File: src/rtl/dftprobe_chain.sv
// Purpose : serial DFT probe chain; capture channel inputs, shift them out on tdo, update a hold register that drives o.
// Latency : capture/update take one cycle, shift takes NCH cycles; done pulses the cycle after the final edge.
// Backpress: none; requests arriving while busy are dropped rather than queued, so callers must wait for done.
//
// Ports:
//   CELCLK / CELRSTN      clock, asynchronous active-low reset
//   CELV / CELG / CELSUB  supply, ground and substrate pins (no logic function)
//   i / o                 per-channel functional input; output is i (ten=0) or the hold register (ten=1)
//   ten                   test enable (0 = functional pass-through, all requests ignored)
//   tdi / tdo             serial test data in / out (tdo is always the shift register LSB)
//   cap / shf / upd       capture, shift and update requests, sampled only in IDLE (cap > shf > upd)
//   busy / done           FSM not idle / one-cycle completion pulse
module dftprobe_chain #(
    parameter int NCH  = 8,    // 2..64 channels
    parameter int CNTW = 4     // 2**CNTW must exceed NCH so the counter can hold NCH
) (
    input  logic           CELCLK,
    input  logic           CELRSTN,
    input  logic           CELV,
    input  logic           CELG,
    input  logic           CELSUB,
    input  logic [NCH-1:0] i,
    output logic [NCH-1:0] o,
    input  logic           ten,
    input  logic           tdi,
    output logic           tdo,
    input  logic           cap,
    input  logic           shf,
    input  logic           upd,
    output logic           busy,
    output logic           done
);

    typedef enum logic [1:0] {
        IDLE  = 2'd0,
        CAPT  = 2'd1,
        SHIFT = 2'd2,
        UPDT  = 2'd3
    } state_t;

    localparam logic [CNTW-1:0] CNT_LOAD = CNTW'(NCH);
    localparam logic [CNTW-1:0] CNT_ONE  = CNTW'(1);

    state_t          state_q, state_d;
    logic [NCH-1:0]  sr_q, sr_d;
    logic [NCH-1:0]  hr_q, hr_d;
    logic [CNTW-1:0] cnt_q, cnt_d;
    logic            done_q, done_d;

    // Power pins exist only for the physical cell footprint; fold them into a
    // deliberately unused net so they stay visibly connected in the netlist.
    logic unused_supply;
    assign unused_supply = CELV ^ CELG ^ CELSUB;

    always_comb begin
        state_d = state_q;
        sr_d    = sr_q;
        hr_d    = hr_q;
        cnt_d   = cnt_q;
        done_d  = 1'b0;

        unique case (state_q)
            IDLE: begin
                // Requests are only honoured in test mode; functional mode
                // leaves the chain completely untouched.
                if (ten) begin
                    if (cap) begin
                        state_d = CAPT;
                    end else if (shf) begin
                        state_d = SHIFT;
                        cnt_d   = CNT_LOAD;
                    end else if (upd) begin
                        state_d = UPDT;
                    end
                end
            end

            CAPT: begin
                state_d = IDLE;
                if (ten) begin
                    sr_d   = i;
                    done_d = 1'b1;
                end
            end

            SHIFT: begin
                // Leaving test mode mid-shift aborts silently: no shift on
                // this edge, partial contents retained, no done pulse.
                if (!ten) begin
                    state_d = IDLE;
                end else begin
                    sr_d  = {tdi, sr_q[NCH-1:1]};
                    cnt_d = cnt_q - CNT_ONE;
                    if (cnt_q == CNT_ONE) begin
                        state_d = IDLE;
                        done_d  = 1'b1;
                    end
                end
            end

            UPDT: begin
                state_d = IDLE;
                if (ten) begin
                    hr_d   = sr_q;
                    done_d = 1'b1;
                end
            end

            default: begin
                state_d = IDLE;
            end
        endcase
    end

    always_ff @(posedge CELCLK or negedge CELRSTN) begin
        if (!CELRSTN) begin
            state_q <= IDLE;
            sr_q    <= '0;
            hr_q    <= '0;
            cnt_q   <= '0;
            done_q  <= 1'b0;
        end else begin
            state_q <= state_d;
            sr_q    <= sr_d;
            hr_q    <= hr_d;
            cnt_q   <= cnt_d;
            done_q  <= done_d;
        end
    end

    assign o    = ten ? hr_q : i;
    assign tdo  = sr_q[0];
    assign busy = (state_q != IDLE);
    assign done = done_q;

endmodule

File: config.mk
export PLATFORM = sky130hd
export DESIGN_NAME = dftprobe_chain
export DESIGN_NICKNAME = d
export VERILOG_FILES = /design/src/rtl/dftprobe_chain.sv
export SDC_FILE = /design/constraint.sdc
export NUM_CORES = 1
export LEC_CHECK = 0
export ABC_AREA = 1
export CORE_MARGIN = 3
export CORE_UTILIZATION = 48
export DETAILED_ROUTE_END_ITERATION = 7
export PLACE_DENSITY = 0.78
export SETUP_SLACK_MARGIN = 0.5
export SYNTH_ARGS = -nofsm -noshare
export SYNTH_HDL_FRONTEND = slang
export SYNTH_SLANG_ARGS = --single-unit
File: constraint.sdc
create_clock -name CELCLK -period 1.5 [get_ports CELCLK]
set_input_delay 0.3 -clock CELCLK [delete_from_list [all_inputs] [get_ports CELCLK]]
set_output_delay 0.3 -clock CELCLK [all_outputs]
set_load 0.01 [all_outputs]
======== After elaboration in Yosys (flattened, before gate mapping) ========
Cells that the tools add are included.
storage, ports and cells
  input port bits ......................... 18
  bits in registers ....................... 23
cells by class
  eq/ne operators ......................... 11
  reduce and logical (&&, ||, !) cells .... 9
  multiplexer cells ....................... 20
  $add $sub $neg .......................... 1
operators with widths
  cell                                                                 count
  8-bit two-way mux                                                    3
  4-bit two-way mux                                                    4
  8-bit one-hot mux with 2 select lines                                1
  2-bit two-way mux                                                    6
  2-bit inequality test (second input constant)                        5
  4-bit one-hot mux with 2 select lines                                1
  2-bit one-hot mux with 3 select lines                                1
  3-bit AND reduction                                                  2
  2-bit nonzero test                                                   3
  5-bit AND reduction                                                  1
  2-bit == test (second input constant)                                2
  4-bit by 1-bit == test with 1-bit output (second input constant)     1
  4-bit inequality test (second input constant)                        1
  4-bit by 1-bit subtractor with 4-bit output (second input constant)  1
  1-bit two-way mux                                                    3
  3-bit inequality test (second input constant)                        1
  2-bit by 1-bit == test with 1-bit output (second input constant)     1
  2-bit logical NOT                                                    1
  1-bit one-hot mux with 2 select lines                                1
  2-bit AND reduction                                                  1
  2-bit OR reduction                                                   1

======== Logic depth before layout (Yosys ltp) ========
Gate-level depths: netlist (run 1).
  word-level depth ........................ 5
  depth in mapped cells ................... 7
  gate-level depth less buffers ........... 6

======== Least setup slack after synthesis (run 1) ========
OpenSTA, ideal clock, no wires.
  path type ............................... reg2reg
  start ................................... register state_q[1]
  end ..................................... register sr_q[4]
  required time ........................... 1.382 ns
  stages on the path, launching flop included .. 8
  clock period less this slack ............ 1.095 ns
  data arrival time ....................... 0.977 ns
  library setup time ...................... 0.118 ns
  setup slack ............................. 0.405 ns
  cell sequence ........................... dfrtp_1 inv_1 nand2_2 nand3_1 inv_2 buf_8 nand2_1 o21ai_2
on the way
  cells in the longest elaborated chain, start to end .. 3
ends and longest elaborated chain
  what                                                                       RTL line  source
  start, declared                                                            44        state_t state_q, state_d;
  start signal, assigned                                                     123       state_q <= state_d;
  2-bit by 1-bit == test with 1-bit output or 2-bit == test (tied branches)  62        unique case (state_q)
  2-bit inequality test (no line) or 2-bit nonzero test (tied branches)      --
  3-bit AND reduction (no line)                                              --
  end signal, assigned                                                       124       sr_q <= sr_d;
  end, declared                                                              45        logic [NCH-1:0] sr_q, sr_d;
Several ways; a longest one is shown, not always the timed one.
A chain may end at the register's enable or synchronous reset.

======== Final worst setup path (run 1) ========
  start ................................... register state_q[1]
  end ..................................... output busy
on the way
  cells in the longest elaborated chain, start to end .. 1
ends and longest elaborated chain
  what                RTL line  source
  2-bit nonzero test  133       assign busy = (state_q != IDLE);
  end, declared       30        output logic busy,
Every way passes these cells.

==> results of run 1 <==
==> area by class of cell <==
type                    count  area share (%)
clock buffers               3            1.29
clock inverters             1           0.429
inverters                  19            4.36
multi-input cells         121            37.8
flip-flops and latches     23            32.9
well taps                  28            2.00
repair buffers             43            20.6
repair inverters            1           0.643
==> cells by family after synthesis <==
kind of cell | synth area share (%)
AOI/OAI and AO/OA | 12.2
xor gates and xnor gates | 0.723
adders and majority gates | 2.07
buffers and inverters | 8.47
DFF | 47.5
and+or+nand+nor | 29.0
==> layout by cell type (no fill, tap or decap), drive strengths merged <==
master / netlist / layout
clkbuf: 1 / 3
ha: 2 / 2
clkdlybuf4s50: 0 / 5
nand2: 71 / 72
a21oi: 2 / 2
inv: 18 / 19
dfrtp: 23 / 23
nor2: 9 / 9
dlygate4sd2: 0 / 8
xnor2: 1 / 1
nand4: 1 / 1
o21ai: 26 / 26
nand3: 8 / 8
clkinv: 1 / 1
buf: 3 / 30
clkinvlp: 0 / 1
==> sequential cells by signal (all words and copies together), names as in the netlist <==
signal and cells:
cnt_q 4, done 1, hr_q 8, sr_q 8, state_q 2
==> timing repair <==
item,4_1_cts,5_1_grt
gates resized for setup,91,16
pin swaps,17,1
hold buffers,0,0
cloned,3,0
buffers inserted,5,2
endpoints found under the setup margin,34,33
==> worst max-delay path: cells and delay by family (launching register included) <==
| kind | cells | cell delay, ps |
|---|---|---|
| flip-flops | 1 | 430 |
| buffers and inverters | 2 | 200 |
| AND/OR/NAND/NOR | 1 | 60 |
==> through the flow <==
stage	area (sq um)	total power (uW)	TNS [ps]	hold slack, ps
5_1_grt	1750	3530	0	314
6_report	1750	3290	0	291
3_5_place_dp	1570	2450	-5220	467
4_1_cts	1700	3080	0	307
3_3_place_gp	1570	2380	-4550	462
2_1_floorplan	1240	1990	0	4.41
==> worst max path at each step <==
stage	start	to	slack, ps	cells after the start
4_1_cts	state_q[1]	busy	180	3
5_1_grt	hr_q[1]	o[1]	140	3
6_report	state_q[1]	busy	170	3
3_3_place_gp	ten	o[5]	-470	6
2_1_floorplan	state_q[0]	sr_q[4]	430	7
3_5_place_dp	ten	o[6]	-480	6
==> power groups by stage <==
stage               clock network [uW]  registers (uW)  logic (uW)
floorplan                            0            1060         938
global placement                     0            1050        1330
detailed placement                   0            1070        1380
CTS                                311            1050        1720
global route                       330            1080        2120
finish                             310            1060        1920
==> metal layers <==
metal | global-route usage (%) | vias up
met5 | 0 | -
met4 | 10.8 | 0
met3 | 3.48 | 14
met2 | 42.6 | 53
met1 | 27.7 | 624
li1 | - | 607
==> run metrics, run 1 <==
outcome completed; # IOs 29; Area Growth Syn to Fin 44.6%; r2r worst-path depth 8; Max-cap violations 0; Core Rows 17; Leak 0.000913 uW; R2R setup slack 210 ps; Final Wtd Congestion 0.827; GRT Resource Usage Total 23.8%; ratio of total power to cell area 1880 nW/um^2; dpl cells 225; via count 1298; Die ar. 3160 sq um; initial core utilization 52.7%; Clock Skew 15.2 ps; largest net degree at the start of global routing 24; Worst setup SP type flop; top-count cell post-synth nand2_1; synth warn 0; worst r2r dst cnt_q[2]; Critical Path, Cell by Cell inv_2 -> nand2_4 -> buf_6; Slowest cell on crit path dfrtp_1; Num Clock Sinks 23; most common flop cell mapped by yosys dfrtp_1; final worst path period need 1330 ps; Inserted Diodes 0; post-synth cell types 19; drt pass-1 iters 4; Internal 1790 uW; fmax 752 MHz; Util after Layout 76.3%; Relative slew margins 80.2%; Post-synth EDFFs 0; clk_lat worst skew 330 ps; Place WS -476 ps; TritonCTS buffer count 3; worst vdd ir 1.22 mV; Data arrival, critical path 1030 ps; Slew Limit Fails 0; Fin. Hold Viols 0; fraction of registers with async set/reset 100%; Final period util 88.6%; initial antenna violation count 0; DRT antenna net count 0; share of the synthesized area in the top cell type 47.5%; via density per instance 5.43; worst r2r src state_q[1]; CP Capture Type output port; DRC viols 0; DP HPWL 2.10 mm; Congestion Overflow GR 0; routed wl met3 217 microns; Slew @ Worst Pin 296 ps; area occupied by multi-input gates 662 sq um; Sw Pwr 1500 uW; clock slew at reported path FFs 140 ps; Yosys top cell by area dfrtp_1; Synth Register Bits 23; routed wire length 3.54 mm; final setup margin 171 ps; clock root buffer clkbuf_4; top post-synthesis cells by count nand2_1, dfrtp_1, o21ai_0; CP max stage delay 430 ps; Final nets 232; global-route wire length before repair 5.78 mm; top layer in use met4; register share of total power 32.1%; CP Class reg -> out; Logic pwr share 58.5%; Reg area 576 sq um; RSZ-0062 raised after global routing true; clock buffer depth 2; number of global-route vias before repair 1278; clock share of power 9.4%; Critical Path Fanout Max 2; hold crit path type in -> async; wire per inst 14.8 microns; Mapped Cells 166; Core Region 2300 sq um; Port Buffers 25; top cells by area, synth dfrtp_1, nand2_1, o21ai_0; Syn Nets 186; Post-Syn Area per Cell 7.30 sq um; register area share after synthesis 47.5%; Die W 56.2 microns; CTS H-Tree Depth 1; Mapped Area 1210 sq um; WL met1 1.43 mm; met2 WL post-DR 1.79 mm; share of layout cells above drive strength 1 29.9%; TritonCTS clock tree built; switching share of total power 45.7%; Fillers 159; die height 56.2 microns; Final Setup Violations 0; initial drt markers 41; non-filler cells, final 239; required time worst endpoint 1200 ps
No activity file was read; power rests on OpenSTA's default activity.
==> run 2, diff against run 1 <==
==> constraint.sdc (replaced) <==
create_clock -name CELCLK -period 1.4 [get_ports CELCLK]
set_input_delay 0.28 -clock CELCLK [delete_from_list [all_inputs] [get_ports CELCLK]]
set_output_delay 0.28 -clock CELCLK [all_outputs]
set_load 0.05 [all_outputs]
==> run 2 against run 1 <==
Compared with the run above:
- sequential cell count is the same
- wire length grew 29%
- critical path type is now reg -> reg
- final cell count grew 1.3%
- critical path depth grew 4
- worst setup slack lost 160 ps
- sequential share of layout area shrank 4.5 points
- sequential power grew 13%
==> run metrics, run 2 (synthesized netlist as in run 1, its figures left out) <==
initial drt markers 84 (+100%); Util after Layout 88.8% (+13 points); Slew Limit Fails 0 (unchanged); clk_lat worst skew 340 ps (about the same); TritonCTS clock tree built; fmax 719 MHz; Clock Skew 14.5 ps (-0.767 ps); TritonCTS buffer count 3 (unchanged); Final period util 99.3%; Fillers 100 (-37%); Critical Path Fanout Max 8 (+6); Place WS -257 ps (+219 ps); commonest non-fill, non-tap cells in the layout nand2_1, nand2_2, dfrtp_1; clock root buffer clkbuf_4; Top Registers hr_q x8, sr_q x8, cnt_q x4; clock slew at reported path FFs 150 ps (about the same); share of layout cells above drive strength 1 46.7% (+17 points); clock buffer depth 2 (unchanged); global-route wire length before repair 5.66 mm (-2.1%); via density per instance 5.81 (+7.0%); final worst path period need 1390 ps; Inserted Diodes 0 (unchanged); CP Class reg -> reg; hold crit path type in -> async; Die W 56.2 microns (unchanged); worst vdd ir 1.93 mV (+58%); final setup margin 9.93 ps (-161 ps); Leak 0.000993 uW (+8.8%); outcome completed; GRT Resource Usage Total 22.5% (-1.3 points); Critical Path, Cell by Cell buf_4 -> buf_8 -> nand2_4 -> nand3_4 -> inv_6 -> nand2_1 -> o21ai_0; drt pass-1 iters 4 (unchanged); ratio of total power to cell area 2220 nW/um^2 (+18%); Hold Worst Slack 280 ps (-10.2 ps); Final Wtd Congestion 0.839 (+1.5%); CP max stage delay 460 ps (+30 ps); initial core utilization 52.7% (unchanged); Core Rows 17 (unchanged); commonest non-fill, non-tap cell in the layout nand2_1; routed wire length 4.55 mm (+29%); Data arrival, critical path 1610 ps (+580 ps); Final nets 235 (+1.3%); Worst setup SP type flop; Slowest cell on crit path dfrtp_2; via count 1406 (+8.3%); Slew @ Worst Pin 343 ps (+47.0 ps); Fin. Hold Viols 0 (unchanged); Max-cap violations 0 (unchanged); largest net degree at the start of global routing 24 (unchanged); # IOs 29 (unchanged); Congestion Overflow GR 0 (unchanged); Relative slew margins 76.9% (-3.4 points); DRT antenna net count 0 (unchanged); DRC viols 0 (unchanged); RSZ-0062 raised after global routing true; Die ar. 3160 sq um (unchanged); initial antenna violation count 0 (unchanged); DP HPWL 2.05 mm (-2.4%); Port Buffers 25 (unchanged); Area Growth Syn to Fin 68.5%; CP Capture Type flop; number of global-route vias before repair 1271 (-0.55%); Final Setup Violations 0 (unchanged); CTS H-Tree Depth 1 (unchanged); Worst Path Buf+Inv 3 (+1); CP delay by family, top flip-flops; required time worst endpoint 1620 ps (+420 ps); wire per inst 18.8 microns (+27%); Core Region 2300 sq um (unchanged); Num Clock Sinks 23 (unchanged); die height 56.2 microns (unchanged)
==> run 2: cell types whose count changed in the layout (fill, tap and decap cells not counted), sizes merged <==
cell           change
buf                +2
clkdlybuf4s15      +1
clkinv             +2
nand2              -1
clkinvlp           -1
==> run 2: area by class of cell <==
class	count	area (sq um)	share of cell area, %
timing repair inverter	2	13.8	0.674
clock inverter	1	5.00	0.245
inverter	19	86.3	4.23
timing repair buffer	46	503	24.6
clock buffer	3	22.5	1.10
sequential	23	578	28.3
tap	28	35.0	1.72
multi-input combinational	120	797	39.1
==> run 2: what timing repair did <==
item | 4_1_cts | 5_1_grt
setup endpoints to repair | 34 | 34
setup buffers | 8 | 7
gates resized for setup | 54 | 34
pin swaps | 10 | 5
cloned | 2 | 1
hold buffers | 0 | 0
==> run 2: per-layer routing <==
layer  track usage (%)  share of wire [%]  wire (microns)
met3              3.02                9.4             427
met5                 0                  0               0
met2              38.7                 50            2260
met4              5.08                5.5             252
met1              29.8                 35            1610
==> run 2: metrics by stage <==
step	TNS [ps]	std cells	total power [uW]	instance area, sq um
after floorplan	0	166	2610	1370
after global placement	-4020	220	3060	1650
after detailed placement	-4420	220	3130	1650
after CTS	0	234	3910	1890
after global routing	-48.7	242	4740	2040
final	0	242	4530	2040
==> run 2: worst register-to-register path, cell delays in order (launching register included) <==
cell	delay, ps
dfrtp_2	460
buf_4	150
buf_8	140
nand2_4	80
nand3_4	130
inv_6	120
nand2_1	70
o21ai_0	150
==> run 2: worst paths after layout <==
kind                             from          to  slack [ps]  depth (start not counted)
max reg2reg                state_q[1]     sr_q[6]          10                          7
min reg2reg                   hr_q[1]     hr_q[1]         560                          2
max                        state_q[1]     sr_q[6]          10                          7
max in group asynchronous     CELRSTN  state_q[0]         850                          2
min in group CELCLK              i[0]     sr_q[0]         420                          5
min                           CELRSTN     sr_q[6]         280                          2
==> run 2: where the power goes <==
part / switching [uW] / internal (uW) / leakage [uW] / total (uW)
logic: 1750 / 1230 / 0.000685 / 2980
registers: 234 / 970 / 0.000290 / 1200
clock network: 237 / 107 / 0.0000177 / 345
total: 2220 / 2310 / 0.000993 / 4530
